**config.mk**
```make
export PLATFORM = sky130hd
export DESIGN_NAME = btn_color_sel
export DESIGN_NICKNAME = d
export VERILOG_FILES = /design/src/rtl/btn_color_sel_pkg.sv /design/src/rtl/btn_color_sel_debouncer.sv /design/src/rtl/btn_color_sel.sv
export SDC_FILE = /design/constraint.sdc
export NUM_CORES = 1
export LEC_CHECK = 0
export CORE_UTILIZATION = 50
export DETAILED_ROUTE_END_ITERATION = 6
export PLACE_DENSITY = 0.7
export SKIP_LAST_GASP = 1
export SYNTH_ARGS = -nofsm -noshare
export SYNTH_HDL_FRONTEND = slang
export SYNTH_SLANG_ARGS = --single-unit
```
**constraint.sdc**
```tcl
create_clock -name clk -period 2.3 [get_ports clk]
set_input_delay 0.23 -clock clk [delete_from_list [all_inputs] [get_ports clk]]
set_output_delay 0.23 -clock clk [all_outputs]
set_load 0.02 [all_outputs]
```
**src/rtl/btn_color_sel_pkg.sv**
```systemverilog
// rtl/btn_color_sel_pkg.sv - shared colour constants and defaults for the button front end
package btn_color_sel_pkg;

    localparam int N_BTN_DEF      = 3;
    localparam int DEB_CYCLES_DEF = 1000;

    localparam logic [2:0] COLOR_RED   = 3'b100;
    localparam logic [2:0] COLOR_GREEN = 3'b010;
    localparam logic [2:0] COLOR_BLUE  = 3'b001;

endpackage

```
**src/rtl/btn_color_sel_debouncer.sv**
```systemverilog
// rtl/btn_color_sel_debouncer.sv - single-button synchroniser, debounce counter and press strobe
module btn_debouncer
    import btn_color_sel_pkg::*;
#(
    parameter int DEB_CYCLES = DEB_CYCLES_DEF
) (
    input  logic clk,
    input  logic i_reset,
    input  logic i_raw,
    output logic o_deb,
    output logic o_press
);

    localparam int CNT_W = $clog2(DEB_CYCLES + 1);

    logic             ff1_q, ff1_d;
    logic             ff2_q, ff2_d;
    logic             deb_q, deb_d;
    logic [CNT_W-1:0] cnt_q, cnt_d;
    logic             accept;

    always_comb begin
        ff1_d  = i_raw;
        ff2_d  = ff1_q;
        deb_d  = deb_q;
        cnt_d  = '0;
        accept = 1'b0;
        // Any cycle where the synchronised level matches the debounced one restarts the count.
        if (ff2_q != deb_q) begin
            if (cnt_q == CNT_W'(DEB_CYCLES - 1)) begin
                deb_d  = ff2_q;
                accept = 1'b1;
            end else begin
                cnt_d = cnt_q + 1'b1;
            end
        end
    end

    always_ff @(posedge clk) begin
        if (i_reset) begin
            ff1_q <= 1'b0;
            ff2_q <= 1'b0;
            deb_q <= 1'b0;
            cnt_q <= '0;
        end else begin
            ff1_q <= ff1_d;
            ff2_q <= ff2_d;
            deb_q <= deb_d;
            cnt_q <= cnt_d;
        end
    end

    // Combinational so the top can register the pulse on the same edge that raises deb_q.
    assign o_press = accept & ff2_q;
    assign o_deb   = deb_q;

endmodule

```
**src/rtl/btn_color_sel.sv**
```systemverilog
// rtl/btn_color_sel.sv - debounced, priority-resolved one-hot colour select for the LED bank
module btn_color_sel
    import btn_color_sel_pkg::*;
#(
    parameter int N_BTN      = N_BTN_DEF,
    parameter int DEB_CYCLES = DEB_CYCLES_DEF
) (
    input  logic             clk,
    input  logic             i_reset,
    input  logic [N_BTN-1:0] i_btn_raw,
    output logic [N_BTN-1:0] o_btn,
    output logic [N_BTN-1:0] o_sel,
    output logic [N_BTN-1:0] o_deb
);

    logic [N_BTN-1:0] press;
    logic [N_BTN-1:0] deb;
    logic [N_BTN-1:0] btn_q, btn_d;
    logic [N_BTN-1:0] sel_q, sel_d;

    for (genvar b = 0; b < N_BTN; b++) begin : g_btn
        btn_debouncer #(
            .DEB_CYCLES(DEB_CYCLES)
        ) u_deb (
            .clk    (clk),
            .i_reset(i_reset),
            .i_raw  (i_btn_raw[b]),
            .o_deb  (deb[b]),
            .o_press(press[b])
        );
    end

    always_comb begin
        btn_d = '0;
        // Later iterations overwrite earlier ones, so the highest pressed index wins.
        for (int i = 0; i < N_BTN; i++) begin
            if (press[i]) begin
                btn_d    = '0;
                btn_d[i] = 1'b1;
            end
        end
        sel_d = (btn_d != '0) ? btn_d : sel_q;
    end

    always_ff @(posedge clk) begin
        if (i_reset) begin
            btn_q <= '0;
            sel_q <= '0;
        end else begin
            btn_q <= btn_d;
            sel_q <= sel_d;
        end
    end

    assign o_btn = btn_q;
    assign o_sel = sel_q;
    assign o_deb = deb;

endmodule

```
==> out/results.env, run 1 <==
TRITONCTS='done'
INITIAL_UTILIZATION=0.523
VIAS=1506
POSTSYNTHCELLCOUNT=198
FINALWEIGHTEDCONGESTION=0.810
GRT_SETUP_UNREPAIRED='false'
SYNTH.AVG_CELL_AREA_UM2=9.67
OVERFLOW=0
POST_DRT_VIA_CELL_RATIO=5.77
CP.REQUIRED_PS=2450
WORST_REG2REG_PATH_ENDPOINT='g_btn[1].u_deb.cnt_q[3]'
CTS.REPAIR.RESIZED=0
HOLD_BUFFERS=0
FINALCRITICALPERIOD_PS=1780
FINALMAXSLEWVIOLATIONS=0
SYNTH_AREA_LEADERS='sky130_fd_sc_hd__dfxtp_1, sky130_fd_sc_hd__o31ai_1, sky130_fd_sc_hd__a21oi_1'
MAXIMUM_NUMBER_OF_PINS_ON_ONE_NET_BEFORE_GLOBAL_ROUTE_REPAIR=14
PORTION_OF_THE_CLOCK_CYCLE_CONSUMED_BY_THE_WORST_PATH_IN_THE_FINAL_LAYOUT=0.773
WORSTSKEWPAIRLATENCY_PS=280
POSTSYNTHREGISTERBITS=45
CRITICAL_PATH.REG2REG.STARTPOINT='g_btn[1].u_deb.cnt_q[0]'
TIMING.FINAL.HOLD_VIOLATIONS=0
AVGROUTEDWIREPERCELL_UM=13.7
FINAL-SEQ-AREA_UM2=901
FIN_NETS=222
CRITPATHARRIVALTIME_PS=1930
POWER.LEAKAGE_nW=0.657
SYNTH-SEQ-AREA-SHARE=0.471
FLOORPLAN.ROWS=22
CLK_PIN_SLEW_PS=70
CORE_AREA_UM2=3660
IR_DROP_V=0.000381
CTS_BUFFERS=5
MULTI_INPUT_GATE_AREA_IN_THE_FINAL_LAYOUT_UM2=961
SYNTH.DISTINCT_CELLS=43
CRIT_PATH_TOP_DELAY_CELL='sky130_fd_sc_hd__o311ai_2'
TIMING.MAX_SLEW.REL_SLACK=0.473
TIMING.HOLD.WORST.START='g_btn[0].u_deb.ff1_q'
TOTALNEGATIVESETUPSLACK_PS=0
FINAL.SETUP_SKEW_PS=4.55
NETLIST_AREA_UM2=1910
HOLD_PATH.CLASS='register to register'
CTS_MAX_PATH_BUFFERS=2
PORTS_PLACED_ON_THE_BOUNDARY=14
CTS.SINKS=45
MAX_FREQ_MHz=563
MIN_PATH_CELLS=1
SYNTH-ASYNC-RESET-RATIO=0
CRIT_PATH_CELL_TRACE='ha_1, nand4bb_1, o311ai_2, nor2_1'
NUMBER_OF_FLOPS_MAPPED_TO_ENABLE_CELLS_BY_YOSYS=0
CTS.HTREE.LEVELS=2
SYN_NETS=206
DRT-PASS1-ITER-COUNT=4
YOSYS_MOST_USED_DFF='sky130_fd_sc_hd__dfxtp_1'
GLOBAL_ROUTE.USAGE.TOTAL=0.198
OUTCOME='completed'
MOSTFREQUENTLAYOUTCELLS='sky130_fd_sc_hd__dfxtp_1, sky130_fd_sc_hd__a21oi_1, sky130_fd_sc_hd__nand2_1, sky130_fd_sc_hd__clkdlybuf4s50_1'
POWER_PER_CELL_AREA_nW_PER_UM2=579
CTS_POST_SETUP_BUFFERS_INSERTED=0
ANTENNA_FOUND_INITIAL=0
SYNTH.LARGEST_AREA_CELL='sky130_fd_sc_hd__dfxtp_1'
YOSYSWARNINGCOUNT=0
CRITPATHKIND='register to register'
PORTBUFFERS=13
HOLDPATHEND='g_btn[0].u_deb.ff2_q'
TIMING.CRITICAL_PATH.SLOWEST_CELL_DELAY_PS=700
DIE_WIDTH_UM=63.9
LAYOUT-DRIVE-GT1-SHARE=0.0798
GRT_FIRST_PASS_WIRELENGTH_MM=6.30
AREAGROWTHSYNTHTOFINISH_PCT=12.4
DIE-AREA_UM2=4080
TIMING.MAX_CAP.VIOLATIONS=0
HPWLAFTERDP_MM=2.65
NUM_ANTENNA_CELLS=0
R2R.WORST_PATH.CELLS=4
LAYOUT_COMMONEST_CELL='sky130_fd_sc_hd__dfxtp_1'
DR.FIRST_ITER.DRC_COUNT=91
TOTALWIRELENGTH_MM=3.56
GRT_PASS1_VIAS=1505
CRIT_PATH_START_KIND='register'
WORST-PATH-MAX-FANOUT=10
ANT_NETS=0
TIMING.CRITICAL_PATH.TO_TYPE='register'
FILLER_CELL_COUNT=319
DIE_H_UM=63.9
DETAIL_ROUTE.DRC_VIOLATIONS=0
FINAL_CORE_UTIL=0.588
CRIT_START='g_btn[1].u_deb.cnt_q[0]'
POST-SYNTH-TOP-AREA-FRACTION=0.471
REPORT.FINAL.SETUP_VIOL=0
WORST-R2R-SETUP-SLACK_PS=520
MAX_SLEW.WORST_PIN.SLEW_PS=786
CLK_ROOT_BUFFER_CELL='sky130_fd_sc_hd__clkbuf_8'
==> where the power goes <==
group | switching, mW | internal, mW
Sequential | 0.00372 | 0.785
Combinational | 0.0146 | 0.0141
Clock | 0.228 | 0.200
Total | 0.246 | 0.999
==> worst max-delay path, delay by kind of cell (launching register included) <==
kind,cells,cell delay [ps]
AND/OR/NAND/NOR,2,350
AO/OA/AOI/OAI,1,700
adder cells (fa/ha/maj),1,220
flip-flops,1,370
==> worst max path at each step <==
stage	to	slack [ps]	depth (start not counted)
floorplan	g_btn[1].u_deb.cnt_q[2]	800	4
global placement	g_btn[1].u_deb.cnt_q[3]	570	4
detailed placement	g_btn[1].u_deb.cnt_q[2]	500	4
CTS	g_btn[1].u_deb.cnt_q[3]	500	4
global route	g_btn[1].u_deb.cnt_q[0]	340	4
finish	g_btn[1].u_deb.cnt_q[3]	520	4
==> routing by layer <==
metal / part of all wire / GRT usage / up-vias
li1: - / - / 768
met1: 0.43 / 0.210 / 712
met2: 0.53 / 0.362 / 20
met3: 0.021 / 0.0589 / 6
met4: 0.017 / 0.0767 / 0
met5: 0 / 0 / -
==> flip-flops by register name, indices dropped and copies added (netlist names) <==
| name | flops |
|---|---|
| g_btn.u_deb.ff2_q | 3 |
| o_sel | 3 |
| g_btn.u_deb.cnt_q | 30 |
| o_btn | 3 |
| g_btn.u_deb.o_deb | 3 |
| g_btn.u_deb.ff1_q | 3 |
==> area by class of cell <==
type                            instances  area share
Clock buffer                            5      0.0320
Clock inverter                          1     0.00233
Inverter                                5     0.00872
Multi-Input combinational cell        143       0.447
Sequential cell                        45       0.419
Tap cell                               48      0.0279
Timing Repair Buffer                   14      0.0640
==> synth_stat cells, types with 2 or more instances <==
cell,number
sky130_fd_sc_hd__ha_1,3
sky130_fd_sc_hd__nor3_1,5
sky130_fd_sc_hd__or4_1,9
sky130_fd_sc_hd__buf_4,4
sky130_fd_sc_hd__a21oi_1,14
sky130_fd_sc_hd__or3_1,5
sky130_fd_sc_hd__dfxtp_1,45
sky130_fd_sc_hd__xor2_1,8
sky130_fd_sc_hd__xnor2_1,3
sky130_fd_sc_hd__o311ai_2,2
sky130_fd_sc_hd__o21ai_0,6
sky130_fd_sc_hd__or3_2,2
sky130_fd_sc_hd__nand4_1,6
sky130_fd_sc_hd__nand4b_1,2
sky130_fd_sc_hd__nand3_1,8
sky130_fd_sc_hd__nor2_1,12
sky130_fd_sc_hd__nor2b_1,8
sky130_fd_sc_hd__a211oi_1,4
sky130_fd_sc_hd__nand2_1,13
sky130_fd_sc_hd__inv_1,5
sky130_fd_sc_hd__o31ai_1,12
==> per-stage QoR <==
stage	hold slack (ps)	power [mW]	cells	cell area, um^2	setup slack [ps]
6_report	450	1.25	261	2150	522
4_1_cts	450	1.26	261	2150	497
5_1_grt	469	1.30	261	2150	339
3_5_place_dp	433	0.836	255	2080	501
3_3_place_gp	420	0.835	255	2080	574
2_1_floorplan	302	0.823	198	1910	803
==> kinds of logic (layout without fill, tap and decap cells) <==
| kind of cell | after synthesis | in the layout | synth area share |
|---|---|---|---|
| AO/OA/AOI/OAI | 45 | 45 | 0.165 |
| adder cells (fa/ha/maj) | 3 | 3 | 0.0196 |
| flip-flops | 45 | 45 | 0.471 |
| buffers and inverters | 10 | 25 | 0.0275 |
| XOR/XNOR | 11 | 11 | 0.0503 |
| AND/OR/NAND/NOR | 84 | 84 | 0.267 |
Power figures use the tool's default switching activity.
==> run 2, diff against run 1 <==
- PLACE_DENSITY: 0.7 -> 0.72
- clock period: 2.3 -> 1.6 ns (I/O delays scaled with it)
==> run 2 against run 1 <==
  * Flip-flop and latch count did not move
  * Critical path depth did not move
  * Non-clock buffer count rose by 15
  * Register-to-register slack got worse by 490 ps
  * Combinational power rose by 66%
  * Critical endpoint is now o_btn[0]
  * First-iteration DRC count rose by 23%
  * Via count rose by 6.4%
  * Clock skew rose by 2.0 ps
  * Utilization rose by 3.5 points
  * Wire length rose by 8.6%
==> out/results.env, run 2 (synthesis gave the netlist of run 1 again) <==
NETSWITCHINGFRACTION=0.196  # was 0.198
PORTBUFFERS=13  # unchanged
TIMING.FINAL.HOLD_VIOLATIONS=0  # unchanged
POSTLAYOUTSETUPSLACKWORST_PS=35.4  # was 522 ps
AREAGROWTHSYNTHTOFINISH_PCT=19.1  # was 12.4%
CLK_ROOT_BUFFER_CELL='sky130_fd_sc_hd__clkbuf_8'  # unchanged
R2R.WORST_PATH.CELLS=4  # unchanged
POWER_PER_CELL_AREA_nW_PER_UM2=816  # was 579 nW/um^2
SWITCHING_POWER_mW=0.365  # was 0.246 mW
ANT_NETS=0  # unchanged
FIN_NETS=237  # was 222
REPORT.FINAL.SETUP_VIOL=0  # unchanged
CRITPATHKIND='register to register'  # unchanged
MAX_FREQ_MHz=639  # was 563 MHz
FINAL.SETUP_SKEW_PS=6.58  # was 4.55 ps
WORSTSKEWPAIRLATENCY_PS=280  # about the same
TIMING.MAX_SLEW.REL_SLACK=0.750  # was 0.473
FINAL_CORE_UTIL=0.623  # was 0.588
GLOBAL_ROUTE.USAGE.TOTAL=0.206  # was 0.198
DR.FIRST_ITER.DRC_COUNT=112  # was 91
FINAL_AREA_UM2=2280  # was 2150 um^2
TOTAL_POWER_mW=1.86  # was 1.25 mW
PORTION_OF_THE_CLOCK_CYCLE_CONSUMED_BY_THE_WORST_PATH_IN_THE_FINAL_LAYOUT=0.978  # was 0.773
CTS_BUFFERS=5  # unchanged
DRT-PASS1-ITER-COUNT=4  # unchanged
CTS_MAX_PATH_BUFFERS=2  # unchanged
PRE_CTS_SLACK_PS=61.2  # was 501 ps
CLK_PIN_SLEW_PS=80  # was 70 ps
TOTALNEGATIVESETUPSLACK_PS=0  # unchanged
TIMING.CRITICAL_PATH.TO_TYPE='register'  # unchanged
POWER.LEAKAGE_nW=0.735  # was 0.657 nW
CP.REQUIRED_PS=1780  # was 2450 ps
GRT_FIRST_PASS_WIRELENGTH_MM=6.61  # was 6.30 mm
TIMING.MAX_CAP.VIOLATIONS=0  # unchanged
DIE_H_UM=63.9  # unchanged
VIAS=1602  # was 1506
FLOORPLAN.ROWS=22  # unchanged
PORTS_PLACED_ON_THE_BOUNDARY=14  # unchanged
FINALWEIGHTEDCONGESTION=0.845  # was 0.810
OUTCOME='completed'  # unchanged
MAXIMUM_NUMBER_OF_PINS_ON_ONE_NET_BEFORE_GLOBAL_ROUTE_REPAIR=14  # unchanged
NUM_ANTENNA_CELLS=0  # unchanged
CTS.HTREE.LEVELS=2  # unchanged
CRIT_PATH_START_KIND='register'  # unchanged
TRITONCTS='done'  # unchanged
MOSTFREQUENTLAYOUTCELLS='sky130_fd_sc_hd__dfxtp_1, sky130_fd_sc_hd__buf_4, sky130_fd_sc_hd__a21oi_1'  # was sky130_fd_sc_hd__dfxtp_1, sky130_fd_sc_hd__a21oi_1, sky130_fd_sc_hd__nand2_1, sky130_fd_sc_hd__clkdlybuf4s50_1
POST_DRT_VIA_CELL_RATIO=5.78  # was 5.77
FINAL.HOLD.WORST_SLACK_PS=435  # was 450 ps
DETAIL_ROUTE.DRC_VIOLATIONS=0  # unchanged
CRITPATHARRIVALTIME_PS=1750  # was 1930 ps
P_CLK_FRAC=0.365  # was 0.344
GRT_SETUP_UNREPAIRED='true'  # was false
PLACEDINSTANCEAREA_UM2=2170  # was 2080 um^2
POWER.INTERNAL_mW=1.50  # was 0.999 mW
LAYOUT-DRIVE-GT1-SHARE=0.148  # was 0.0798
HPWLAFTERDP_MM=2.78  # was 2.65 mm
TOTALWIRELENGTH_MM=3.87  # was 3.56 mm
AVGROUTEDWIREPERCELL_UM=14.0  # was 13.7 um
FINALMAXSLEWVIOLATIONS=0  # unchanged
HOLD_BUFFERS=0  # unchanged
INITIAL_UTILIZATION=0.523  # unchanged
FINALCRITICALPERIOD_PS=1560  # was 1780 ps
WORST-PATH-MAX-FANOUT=5  # was 10
DIE_WIDTH_UM=63.9  # unchanged
ANTENNA_FOUND_INITIAL=0  # unchanged
OVERFLOW=0  # unchanged
COMBINATIONALPOWERSHARE=0.026  # was 0.023
IR_DROP_V=0.000469  # was 0.000381 V
TOP_REG_BY_FLOPS='g_btn.u_deb.cnt_q'  # unchanged
PWR-SHARE-SEQ=0.609  # was 0.633
MIN_PATH_CELLS=2  # was 1
PLACED_INSTANCES=267  # was 255
MAX_SLEW.WORST_PIN.SLEW_PS=370  # was 786 ps
LAYOUT_COMMONEST_CELL='sky130_fd_sc_hd__dfxtp_1'  # unchanged
GRT_PASS1_VIAS=1526  # was 1505
LARGEST_REG_FLOPS=30  # unchanged
HOLD_PATH.CLASS='input port to register'  # was register to register
CTS.SINKS=45  # unchanged
DIE-AREA_UM2=4080  # unchanged
FINAL_CELL_COUNT_NO_FILL=277  # was 261
CORE_AREA_UM2=3660  # unchanged
## run 2: worst max-delay path: stages, from the launching register on
cell and delay, ps:
sky130_fd_sc_hd__dfxtp_1 360, sky130_fd_sc_hd__ha_1 220, sky130_fd_sc_hd__nand4bb_1 230, sky130_fd_sc_hd__or3_1 490, sky130_fd_sc_hd__and3_1 170
## run 2: layer usage
metal  track usage  vias to the layer above  part of all wire
met5             0                        -                 0
met4        0.0710                        0            0.0057
met3        0.0446                        2             0.028
met2         0.368                       33              0.51
met1         0.241                      767              0.45
li1              -                      800                 -
## run 2: path summary, 6_finish.rpt
| kind | start | to | slack [ps] |
|---|---|---|---|
| max | g_btn[1].u_deb.cnt_q[1] | o_btn[0] | 40 |
| min | i_btn_raw[1] | g_btn[1].u_deb.ff1_q | 440 |
| max reg2reg | g_btn[1].u_deb.cnt_q[1] | o_btn[0] | 40 |
| min reg2reg | g_btn[2].u_deb.ff1_q | g_btn[2].u_deb.ff2_q | 440 |
## run 2: timing repair
| action | 4_1_cts | 5_1_grt |
|---|---|---|
| buffers inserted | 0 | 3 |
| endpoints found under the setup margin | 0 | 6 |
| gates resized for setup | 0 | 2 |
## run 2: cell type report
class,count,area (um^2)
well taps,48,60.1
clock buffers,7,86.3
fillers,317,1380
inverters,5,18.8
multi-input cells,143,961
repair buffers,29,250
flip-flops and latches,45,903
## run 2: power groups by stage
stage          logic [mW]  registers [mW]  clock network [mW]
4_1_cts            0.0467            1.13               0.702
3_3_place_gp       0.0448            1.16                   0
3_5_place_dp       0.0461            1.16                   0
6_report           0.0476            1.13               0.679
5_1_grt            0.0533            1.13               0.745
2_1_floorplan      0.0237            1.16                   0
